## config.mk

```make
export PLATFORM = sky130hd
export DESIGN_NAME = lzc_norm_pipe
export DESIGN_NICKNAME = d
export VERILOG_FILES = /design/src/rtl/lzc_norm_pipe.sv
export SDC_FILE = /design/constraint.sdc
export NUM_CORES = 1
export LEC_CHECK = 0
export BUFFER_PORTS_ARGS = -buffer_cell sky130_fd_sc_hd__buf_2
export CAP_MARGIN = 20
export CORE_MARGIN = 2
export CORE_UTILIZATION = 60
export CTS_CLUSTER_SIZE = 14
export DETAILED_ROUTE_END_ITERATION = 7
export GPL_TIMING_DRIVEN = 0
export PLACE_DENSITY = 0.8
export RECOVER_POWER = 25
export SKIP_CTS_REPAIR_TIMING = 1
export SYNTH_ARGS = -nofsm -noshare
export SYNTH_HDL_FRONTEND = slang
export SYNTH_SLANG_ARGS = --single-unit
```

## constraint.sdc

```tcl
create_clock -name clk -period 4 [get_ports clk]
set_clock_uncertainty 0.05 [all_clocks]
set_input_delay 0.8 -clock clk [delete_from_list [all_inputs] [get_ports clk]]
set_output_delay 0.8 -clock clk [all_outputs]
set_load 0.005 [all_outputs]
```

## src/rtl/lzc_norm_pipe.sv

```systemverilog
// Two-stage leading-zero/one counter and normalizer with valid/ready flow control.
// Stage 1 registers count, all-flag, mode and operand; stage 2 registers the shifted result.
module lzc_norm_pipe #(
    parameter int N = 16,
    localparam int C = $clog2(N + 1)
) (
    input  logic         clk,
    input  logic         rst_n,
    input  logic         in_valid,
    output logic         in_ready,
    input  logic [N-1:0] in_data,
    input  logic         in_mode,
    output logic         out_valid,
    input  logic         out_ready,
    output logic [C-1:0] out_count,
    output logic [N-1:0] out_norm,
    output logic         out_all,
    output logic         out_mode
);

    logic         s1_v_q,     s1_v_d;
    logic [C-1:0] s1_count_q, s1_count_d;
    logic         s1_all_q,   s1_all_d;
    logic         s1_mode_q,  s1_mode_d;
    logic [N-1:0] s1_data_q,  s1_data_d;

    logic         s2_v_q,     s2_v_d;
    logic [C-1:0] s2_count_q, s2_count_d;
    logic [N-1:0] s2_norm_q,  s2_norm_d;
    logic         s2_all_q,   s2_all_d;
    logic         s2_mode_q,  s2_mode_d;

    logic         s1_adv;
    logic         s2_adv;
    logic [N-1:0] scan;
    logic [C-1:0] lz_count;
    logic         lz_all;

    // A stage may load when it is empty or its occupant leaves this cycle.
    assign s2_adv   = !s2_v_q || out_ready;
    assign s1_adv   = !s1_v_q || s2_adv;
    assign in_ready = s1_adv;

    // Counting leading ones is counting leading zeros of the inverted operand.
    always_comb begin
        // NOTE: every always_comb output gets a default first so no path can infer a latch.
        scan     = in_mode ? ~in_data : in_data;
        lz_count = C'(N);
        for (int i = 0; i < N; i++) begin
            if (scan[i]) lz_count = C'(N - 1 - i);
        end
        lz_all   = (scan == '0);
    end

    always_comb begin
        s1_v_d     = s1_v_q;
        s1_count_d = s1_count_q;
        s1_all_d   = s1_all_q;
        s1_mode_d  = s1_mode_q;
        s1_data_d  = s1_data_q;
        s2_v_d     = s2_v_q;
        s2_count_d = s2_count_q;
        s2_norm_d  = s2_norm_q;
        s2_all_d   = s2_all_q;
        s2_mode_d  = s2_mode_q;

        if (s1_adv) begin
            s1_v_d = in_valid;
            // Payload only loads on a real beat, so idle-cycle data never reaches the output.
            if (in_valid) begin
                s1_count_d = lz_count;
                s1_all_d   = lz_all;
                s1_mode_d  = in_mode;
                s1_data_d  = in_data;
            end
        end

        if (s2_adv) begin
            s2_v_d = s1_v_q;
            if (s1_v_q) begin
                s2_count_d = s1_count_q;
                s2_norm_d  = s1_data_q << s1_count_q;
                s2_all_d   = s1_all_q;
                s2_mode_d  = s1_mode_q;
            end
        end
    end

    always_ff @(posedge clk or negedge rst_n) begin
        if (!rst_n) begin
            // NOTE: sequential state uses non-blocking assignments so all registers update together.
            s1_v_q     <= 1'b0;
            s1_count_q <= '0;
            s1_all_q   <= 1'b0;
            s1_mode_q  <= 1'b0;
            s1_data_q  <= '0;
            s2_v_q     <= 1'b0;
            s2_count_q <= '0;
            s2_norm_q  <= '0;
            s2_all_q   <= 1'b0;
            s2_mode_q  <= 1'b0;
        end else begin
            s1_v_q     <= s1_v_d;
            s1_count_q <= s1_count_d;
            s1_all_q   <= s1_all_d;
            s1_mode_q  <= s1_mode_d;
            s1_data_q  <= s1_data_d;
            s2_v_q     <= s2_v_d;
            s2_count_q <= s2_count_d;
            s2_norm_q  <= s2_norm_d;
            s2_all_q   <= s2_all_d;
            s2_mode_q  <= s2_mode_d;
        end
    end

    assign out_valid = s2_v_q;
    assign out_count = s2_count_q;
    assign out_norm  = s2_norm_q;
    assign out_all   = s2_all_q;
    assign out_mode  = s2_mode_q;

endmodule

```

==> metrics.csv, run 1 <==
metric,value,unit
antenna_found_initial,0,
num_rows,24,
wl,6510,µm
slew_violations,0,
fin_ws,1.89,ns
p_per_area,441,nW/µm²
peakVddDrop,0.247,mV
area_delta_synth_final,15.1,%
drive_gt1_frac,0.283,
start_kind,input pin,
syn_inst,280,
synth-warning-count,0,
grt_pass1_wl,11000,µm
synthesis.nets,301,
status,completed,
route.vias.total,2368,
clock-sinks,48,
synth_area,2750,µm²
multi_input_area,1420,µm²
avgViaCountPerCell,6.17,
ant_nets,0,
synthFlopType,dfrtp_1,
drv_cap,0,
syn_avg_cell_area,9.80,µm²
synth-seq-cells,48,
fillerInstances,353,
initial_utilization,0.626,
die_h,71.6,µm
relSlewSlack,0.372,
ios,46,
port_buffers,43,
worstReg2RegStart,s1_count_q[2],
drcViolationCount,0,
post-route-period-util,0.527,
postLayoutCoreUtil,0.721,
p_leak,0.00142,µW
crit_type,in -> out,
arrival,1.26,ns
wl_per_cell,17.0,µm
rr_worst_depth,7,
clock_latency,0.31,ns
grt_usage,0.277,
worst_pin_slew,0.942,ns
fmax,0.474,GHz
hold_depth,2,
hold_violations,0,
hold_class,reg -> reg,
cts_made_buffers,5,
worst-r2r-setup-slack,2.17,ns
timing.hold.worst.start,out_norm[3],
initialDrtViolationCount,134,
overflow,0,
min_period,2.11,ns
die_area,5130,µm²
regArea,1200,µm²
worst_setup_path_end_kind,primary output,
clockBufferDepth,2,
grt_pass1_vias,2215,
place_hpwl,4830,µm
critPathRequiredTime,3.15,ns
cts_root_buf,clkbuf_8,
async_flop_share,1.00,
setup_viol,0,
clk_pin_slew,0.09,ns
min_to,out_norm[3],
yosysSeqAreaShare,0.438,
first_pass_iters,4,
place_congestion,0.873,
place_ws,1.71,ns
core-area,4380,µm²
cts_tree,built,
ys_types,47,
r2r_end,out_norm[12],
rsz0062_at_grt,false,
cp_max_fo,4,
power.total,1390,µW
cts.htree.levels,2,
fin_nets,352,
antenna_cells,0,
grt_max_degree,49,
fin_setup_tns,0,ns
die_w,71.6,µm
synth_edf_count,0,
## logic make-up after synthesis
| kind of cell | share of synthesized area |
|---|---|
| flops | 0.438 |
| buf+inv | 0.0456 |
| mux | 0.192 |
| simple gates | 0.155 |
| compound gates | 0.170 |
## sequential cells by signal (all words and copies together) (netlist names)
signal	count
out_all	1
s1_mode_q	1
s1_data_q	16
out_valid	1
s1_all_q	1
out_mode	1
out_norm	16
s1_count_q	5
s1_v_q	1
out_count	5
## cells in the mapped netlist (3+ instances only)
| master | count | area share |
|---|---|---|
| dfrtp_1 | 48 | 0.44 |
| nand2_1 | 35 | 0.048 |
| o21ai_0 | 25 | 0.046 |
| mux2_2 | 24 | 0.098 |
| mux2i_1 | 16 | 0.058 |
| nor2_1 | 16 | 0.022 |
| a21oi_1 | 11 | 0.020 |
| buf_2 | 9 | 0.016 |
| nor3_1 | 9 | 0.016 |
| clkbuf_1 | 8 | 0.011 |
| nand3_1 | 8 | 0.015 |
| inv_1 | 5 | 0.0068 |
| nand3b_1 | 4 | 0.011 |
| a21o_1 | 3 | 0.0082 |
| a22o_1 | 3 | 0.0096 |
| a22oi_1 | 3 | 0.0082 |
| a31oi_1 | 3 | 0.0068 |
| a32o_1 | 3 | 0.011 |
| and2_1 | 3 | 0.0068 |
| mux4_2 | 3 | 0.025 |
| nand2b_1 | 3 | 0.0068 |
| nor2b_1 | 3 | 0.0068 |
| o2111ai_1 | 3 | 0.0096 |
| o211ai_1 | 3 | 0.0082 |
| o31ai_1 | 3 | 0.0082 |
## metal layers
layer	share of wire	global-route usage	up-vias
met3	0.048	0.0478	15
met2	0.51	0.475	74
met5	0	0	-
li1	-	-	1136
met1	0.42	0.364	1143
met4	0.017	0.0734	0
## stage by stage
step                      instances  cell area [µm²]  hold slack [ns]
after floorplan                 280             2750            0.396
after global placement          375             3030            0.405
after detailed placement        375             3030            0.408
after CTS                       383             3140            0.432
after global routing            384             3160            0.464
final                           384             3160            0.424
## cells in the final DEF (no fill, tap or decap), types with 3 or more instances in the layout
master,netlist,routed
a21o_1,3,3
mux2i_1,16,16
a22o_1,3,3
nor2b_1,3,3
o211ai_1,3,3
nand2b_1,3,3
mux2_2,24,24
a22oi_1,3,3
nand2_1,35,35
o2111ai_1,3,3
buf_2,9,51
nand3_1,8,8
a32o_1,3,3
a21oi_1,11,11
mux4_2,3,3
nand3b_1,4,4
dfrtp_1,48,48
inv_1,5,5
o21ai_0,25,25
and2_1,3,3
nor2_1,16,16
clkbuf_1,8,9
a31oi_1,3,3
o31ai_1,3,3
nor3_1,9,9
clkbuf_8,0,5
## worst max-delay path, cell delays in order
cell and delay [ns]:
buf_2 0.10, nand3b_1 0.20, buf_2 0.16
## where the power goes
part           internal (µW)  leakage (µW)  switching [µW]  total, µW
Sequential               572      0.000594            56.2        628
Clock                    188     0.0000583             171        359
Combinational            193      0.000768             212        406
Total                    953       0.00142             440       1390
## worst max-delay path by stage
stage / slack [ns] / to / startpoint / cells after the start
3_5_place_dp: 1.71 / s1_all_q / in_data[10] / 6
4_1_cts: 1.89 / in_ready / out_ready / 3
5_1_grt: 1.85 / in_ready / out_ready / 3
2_1_floorplan: 2.03 / s1_all_q / in_data[10] / 6
3_3_place_gp: 1.73 / s1_all_q / in_data[10] / 6
6_report: 1.89 / in_ready / out_ready / 3
## layout make-up
type                            instances  share of cell area
Buffer                                 19              0.0321
Clock buffer                            5              0.0218
Clock inverter                          3              0.0150
Inverter                                6             0.00752
Multi-Input combinational cell        207               0.449
Sequential cell                        48               0.380
Tap cell                               52              0.0206
Timing Repair Buffer                   44              0.0740
(Power assumes the default switching activity.)
==> inputs of run 2 (changes only) <==
- CORE_UTILIZATION: 60 -> 51
- PLACE_DENSITY: 0.8 -> 0.72
- clock period: 4 -> 1.7 ns (I/O delays scaled with it)
==> metrics.csv, run 2 (synthesized netlist as in run 1, its figures left out) <==
metric,value,unit,change
max_stage_delay,0.38,ns,was 0.20 ns
drv_cap,0,,unchanged
p_sw_frac,0.311,,was 0.316
fin_ws,-0.0303,ns,was 1.89 ns
crit_chain,buf_6 > mux2_4 > mux2i_2 > nor2_1 > a211o_1 > a32o_1,,was buf_2 > nand3b_1 > buf_2
drive_gt1_frac,0.318,,was 0.283
placed_area,3050,µm²,was 3030 µm²
area_delta_synth_final,19.7,%,was 15.1%
grt_max_degree,49,,unchanged
die_w,77.4,µm,was 71.6 µm
die_area,5990,µm²,was 5130 µm²
grt_usage,0.221,,was 0.277
clock_latency,0.30,ns,was 0.31 ns
status,"complete, but fails checks",,was completed
cts_root_buf,clkbuf_8,,unchanged
layout_commonest_cell,dfrtp_1,,was buf_2
wl_per_cell,15.5,µm,was 17.0 µm
grt_pass1_vias,2182,,was 2215
drcViolationCount,0,,unchanged
slowest_stage,dfrtp_1,,was nand3b_1
hold_violations,0,,unchanged
critPathRequiredTime,1.85,ns,was 3.15 ns
overflow,0,,unchanged
worst_setup_path_end_kind,register,,was primary output
cp_max_fo,7,,was 4
clk_pin_slew,0.09,ns,about the same
fillerInstances,457,,was 353
avgViaCountPerCell,5.69,,was 6.17
whs,0.202,ns,was 0.424 ns
arrival,1.88,ns,was 1.26 ns
place_ws,-0.136,ns,was 1.71 ns
die_h,77.4,µm,was 71.6 µm
crit_cells,6,,was 3
place_hpwl,4710,µm,was 4830 µm
rr_worst_depth,6,,was 7
ant_nets,0,,unchanged
violations,negative setup slack,,
design_area,3290,µm²,was 3160 µm²
hold_class,in -> reg,,was reg -> reg
place_congestion,0.855,,was 0.873
crit_type,reg -> reg,,was in -> out
first_pass_iters,4,,unchanged
antenna_found_initial,0,,unchanged
initialDrtViolationCount,157,,was 134
route.vias.total,2312,,was 2368
fin_nets,356,,was 352
final_cell_mix,"48 x dfrtp_1, 46 x buf_2, 34 x nand2_1",,"was 51 x buf_2, 48 x dfrtp_1, 35 x nand2_1"
slew_violations,0,,unchanged
post-route-period-util,1.02,,
power.internal,2290,µW,was 953 µW
core-area,5140,µm²,was 4380 µm²
fmax,0.578,GHz,
p_per_area,1010,nW/µm²,was 441 nW/µm²
hold_depth,2,,unchanged
port_buffers,43,,unchanged
pwr-share-comb,0.301,,was 0.291
clockBufferDepth,2,,unchanged
start_kind,register,,was input pin
crit_family,compound AO/OA/AOI/OAI gates,,was buffers and inverters
cts_made_buffers,5,,unchanged
p_sw,1030,µW,was 440 µW
setup_viol,1,,was 0
ios,46,,unchanged
worst-r2r-setup-slack,-0.03,ns,was 2.17 ns
grt_pass1_wl,10500,µm,was 11000 µm
antenna_cells,0,,unchanged
crit_buf_inv,1,,was 2
p_leak,0.00146,µW,was 0.00142 µW
cts_tree,built,,unchanged
placed_cells_incl_taps,393,,was 375
min_period,1.73,ns,
initial_utilization,0.534,,was 0.626
worst_pin_slew,0.851,ns,was 0.942 ns
seq_power_share,0.448,,was 0.451
clock-sinks,48,,unchanged
fin_setup_tns,-0.0303,ns,was 0 ns
peakVddDrop,0.507,mV,was 0.247 mV
rsz0062_at_grt,true,,was false
num_rows,26,,was 24
relSlewSlack,0.433,,was 0.372
wl,6310,µm,was 6510 µm
finalNonFillerCells,406,,was 384
cts.htree.levels,2,,unchanged
pwr-share-clk,0.251,,was 0.258
run 2: cell types whose count changed in the layout (fill, tap and decap cells not counted), moves of 2 or more:
cell      before  now
buf_2         51   46
buf_4          0    4
clkbuf_1       9    7
clkbuf_4       0    4
mux2i_1       16   12
mux2i_2        0    3
run 2: power by group through the flow:
stage                     registers [µW]  clock network, µW  logic [µW]
after global routing                1520                918        1110
after global placement              1490                  0         921
final                               1480                834         997
after floorplan                     1490                  0         589
after CTS                           1480                865         936
after detailed placement            1500                  0         932
run 2: final timing paths:
path                          startpoint            to
min                             in_valid        s1_v_q
min in group asynchronous          rst_n  out_count[1]
max reg2reg                s1_count_q[2]  out_norm[12]
max                        s1_count_q[2]  out_norm[12]
min reg2reg                  out_norm[6]   out_norm[6]
max in group asynchronous          rst_n  s1_data_q[0]
run 2: layout make-up:
class | count | area, µm² | area share
clock inverters | 3 | 47.5 | 0.0145
inverters | 6 | 23.8 | 0.00723
flip-flops and latches | 48 | 1200 | 0.365
clock buffers | 5 | 68.8 | 0.0209
multi-input cells | 207 | 1460 | 0.444
plain buffers | 18 | 116 | 0.0354
well taps | 70 | 87.6 | 0.0266
repair buffers | 49 | 283 | 0.0860
run 2: metrics by stage:
step | total power (µW) | utilization
floorplan | 2080 | -
global placement | 2410 | 0.593
detailed placement | 2440 | 0.593
CTS | 3280 | 0.616
global route | 3540 | 0.639
finish | 3320 | 0.639
run 2: metal layers:
layer  part of all wire  track usage  routed length (µm)  vias up
li1                   -            -                   -     1137
met1               0.46        0.302                2910     1104
met2               0.49        0.362                3070       59
met3              0.036       0.0372                 229       12
met4              0.015       0.0696                  96        0
met5                  0            0                   0        -
run 2: worst reg2reg max path, cell delays in order, from the launching register on:
cell and delay (ns):
dfrtp_1 0.38, buf_6 0.14, mux2_4 0.31, mux2i_2 0.18, nor2_1 0.06, a211o_1 0.27
a32o_1 0.24
==> inputs of run 3 (changes only) <==
==> constraint.sdc (replaced) <==
create_clock -name clk -period 1.7 [get_ports clk]
set_clock_uncertainty 0.05 [all_clocks]
set_input_delay 0.17 -clock clk [delete_from_list [all_inputs] [get_ports clk]]
set_output_delay 0.17 -clock clk [all_outputs]
set_load 0.005 [all_outputs]
==> metrics.csv, run 3 (synthesized netlist as in run 1, its figures left out) <==
metric,value,unit,change
p_per_area,1010,nW/µm²,about the same
ios,46,,unchanged
worst_setup_path_end_kind,register,,unchanged
antenna_cells,0,,unchanged
rsz0062_at_grt,true,,unchanged
avgViaCountPerCell,5.69,,about the same
pwr-share-comb,0.301,,about the same
clockBufferDepth,2,,unchanged
place_ws,-0.0463,ns,was -0.136 ns
port_buffers,43,,unchanged
relSlewSlack,0.396,,was 0.433
place_hpwl,4710,µm,unchanged
p_sw_frac,0.311,,about the same
area_delta_synth_final,20.1,%,was 19.7%
final_cell_mix,"48 x dfrtp_1, 46 x buf_2, 34 x nand2_1",,unchanged
drive_gt1_frac,0.318,,unchanged
rr_worst_depth,6,,unchanged
crit_cells,6,,unchanged
layout_commonest_cell,dfrtp_1,,unchanged
initial_utilization,0.534,,unchanged
drv_cap,0,,unchanged
cp_max_fo,7,,unchanged
antenna_found_initial,0,,unchanged
wl,6310,µm,about the same
max_stage_delay,0.38,ns,about the same
slowest_stage,dfrtp_1,,unchanged
design_area,3300,µm²,was 3290 µm²
crit_type,reg -> reg,,unchanged
die_area,5990,µm²,unchanged
clock-sinks,48,,unchanged
hold_violations,0,,unchanged
place_congestion,0.855,,unchanged
seq_power_share,0.447,,was 0.448
clk_pin_slew,0.09,ns,about the same
die_w,77.4,µm,unchanged
pwr-share-clk,0.251,,about the same
status,"complete, but fails checks",,unchanged
cts_tree,built,,unchanged
clock_latency,0.30,ns,about the same
crit_family,compound AO/OA/AOI/OAI gates,,unchanged
wl_per_cell,15.5,µm,about the same
p_sw,1030,µW,about the same
ant_nets,0,,unchanged
worst_pin_slew,0.906,ns,was 0.851 ns
start_kind,register,,unchanged
slew_violations,0,,unchanged
grt_usage,0.221,,unchanged
cts.htree.levels,2,,unchanged
violations,negative setup slack,,unchanged
num_rows,26,,unchanged
first_pass_iters,4,,unchanged
cts_root_buf,clkbuf_8,,unchanged
min_period,1.73,ns,about the same
critPathRequiredTime,1.85,ns,about the same
overflow,0,,unchanged
fmax,0.578,GHz,about the same
hold_depth,2,,unchanged
cts_made_buffers,5,,unchanged
crit_buf_inv,1,,unchanged
grt_pass1_wl,10500,µm,unchanged
arrival,1.88,ns,about the same
placed_area,3050,µm²,unchanged
fin_nets,356,,unchanged
post-route-period-util,1.02,,about the same
p_leak,0.00146,µW,about the same
die_h,77.4,µm,unchanged
crit_chain,buf_6 > mux2_4 > mux2i_2 > nor2_1 > a211o_1 > a32o_1,,unchanged
grt_pass1_vias,2182,,unchanged
fin_ws,-0.0303,ns,about the same
drcViolationCount,0,,unchanged
grt_max_degree,49,,unchanged
power.internal,2290,µW,about the same
peakVddDrop,0.507,mV,about the same
setup_viol,1,,unchanged
initialDrtViolationCount,148,,was 157
hold_class,in -> reg,,unchanged
core-area,5140,µm²,unchanged
route.vias.total,2309,,was 2312
## run 3: metrics by stage
stage	total power (µW)	util	instances	TNS, ns	hold WS, ns
after CTS	3280	0.616	401	-0.256	0.0125
final	3320	0.641	406	-0.0303	0.0327
after global routing	3540	0.641	406	-0.288	0.0428
after floorplan	2080	-	280	0	-0.176
after detailed placement	2440	0.593	393	-0.134	0.343
after global placement	2410	0.593	393	-0.0952	0.335
## run 3: final cells by class
cell class | count | area (µm²)
repair buffers | 49 | 292
clock inverters | 3 | 47.5
clock buffers | 5 | 68.8
well taps | 70 | 87.6
fillers | 456 | 1840
flip-flops and latches | 48 | 1200
inverters | 6 | 23.8
multi-input cells | 207 | 1460
plain buffers | 18 | 116
## run 3: power by group through the flow
stage	sequential, µW	combinational, µW	clock (µW)
2_1_floorplan	1490	589	0
3_3_place_gp	1490	921	0
6_report	1480	1000	833
4_1_cts	1480	936	865
3_5_place_dp	1500	932	0
5_1_grt	1520	1110	918
## run 3: worst reg2reg max path: cells and delay by family (launching register included)
| kind | cells | cell delay, ns |
|---|---|---|
| buffers and inverters | 1 | 0.14 |
| multiplexers | 2 | 0.49 |
| flip-flops | 1 | 0.38 |
| AND/OR/NAND/NOR | 1 | 0.06 |
| AO/OA/AOI/OAI | 2 | 0.51 |
## run 3: worst paths after layout
| kind | startpoint | end | slack, ns |
|---|---|---|---|
| max | s1_count_q[2] | out_norm[12] | -0.03 |
| min | in_valid | s1_v_q | 0.03 |
| max reg2reg | s1_count_q[2] | out_norm[12] | -0.03 |
| min reg2reg | out_norm[6] | out_norm[6] | 0.43 |
| max in group asynchronous | rst_n | s1_data_q[0] | 0.48 |
| min in group asynchronous | rst_n | out_count[1] | 0.45 |
## run 3: routing by layer
layer	global-route usage	routed length, µm
met1	0.302	2910
met2	0.362	3070
met3	0.0372	228
met4	0.0696	96
met5	0	0
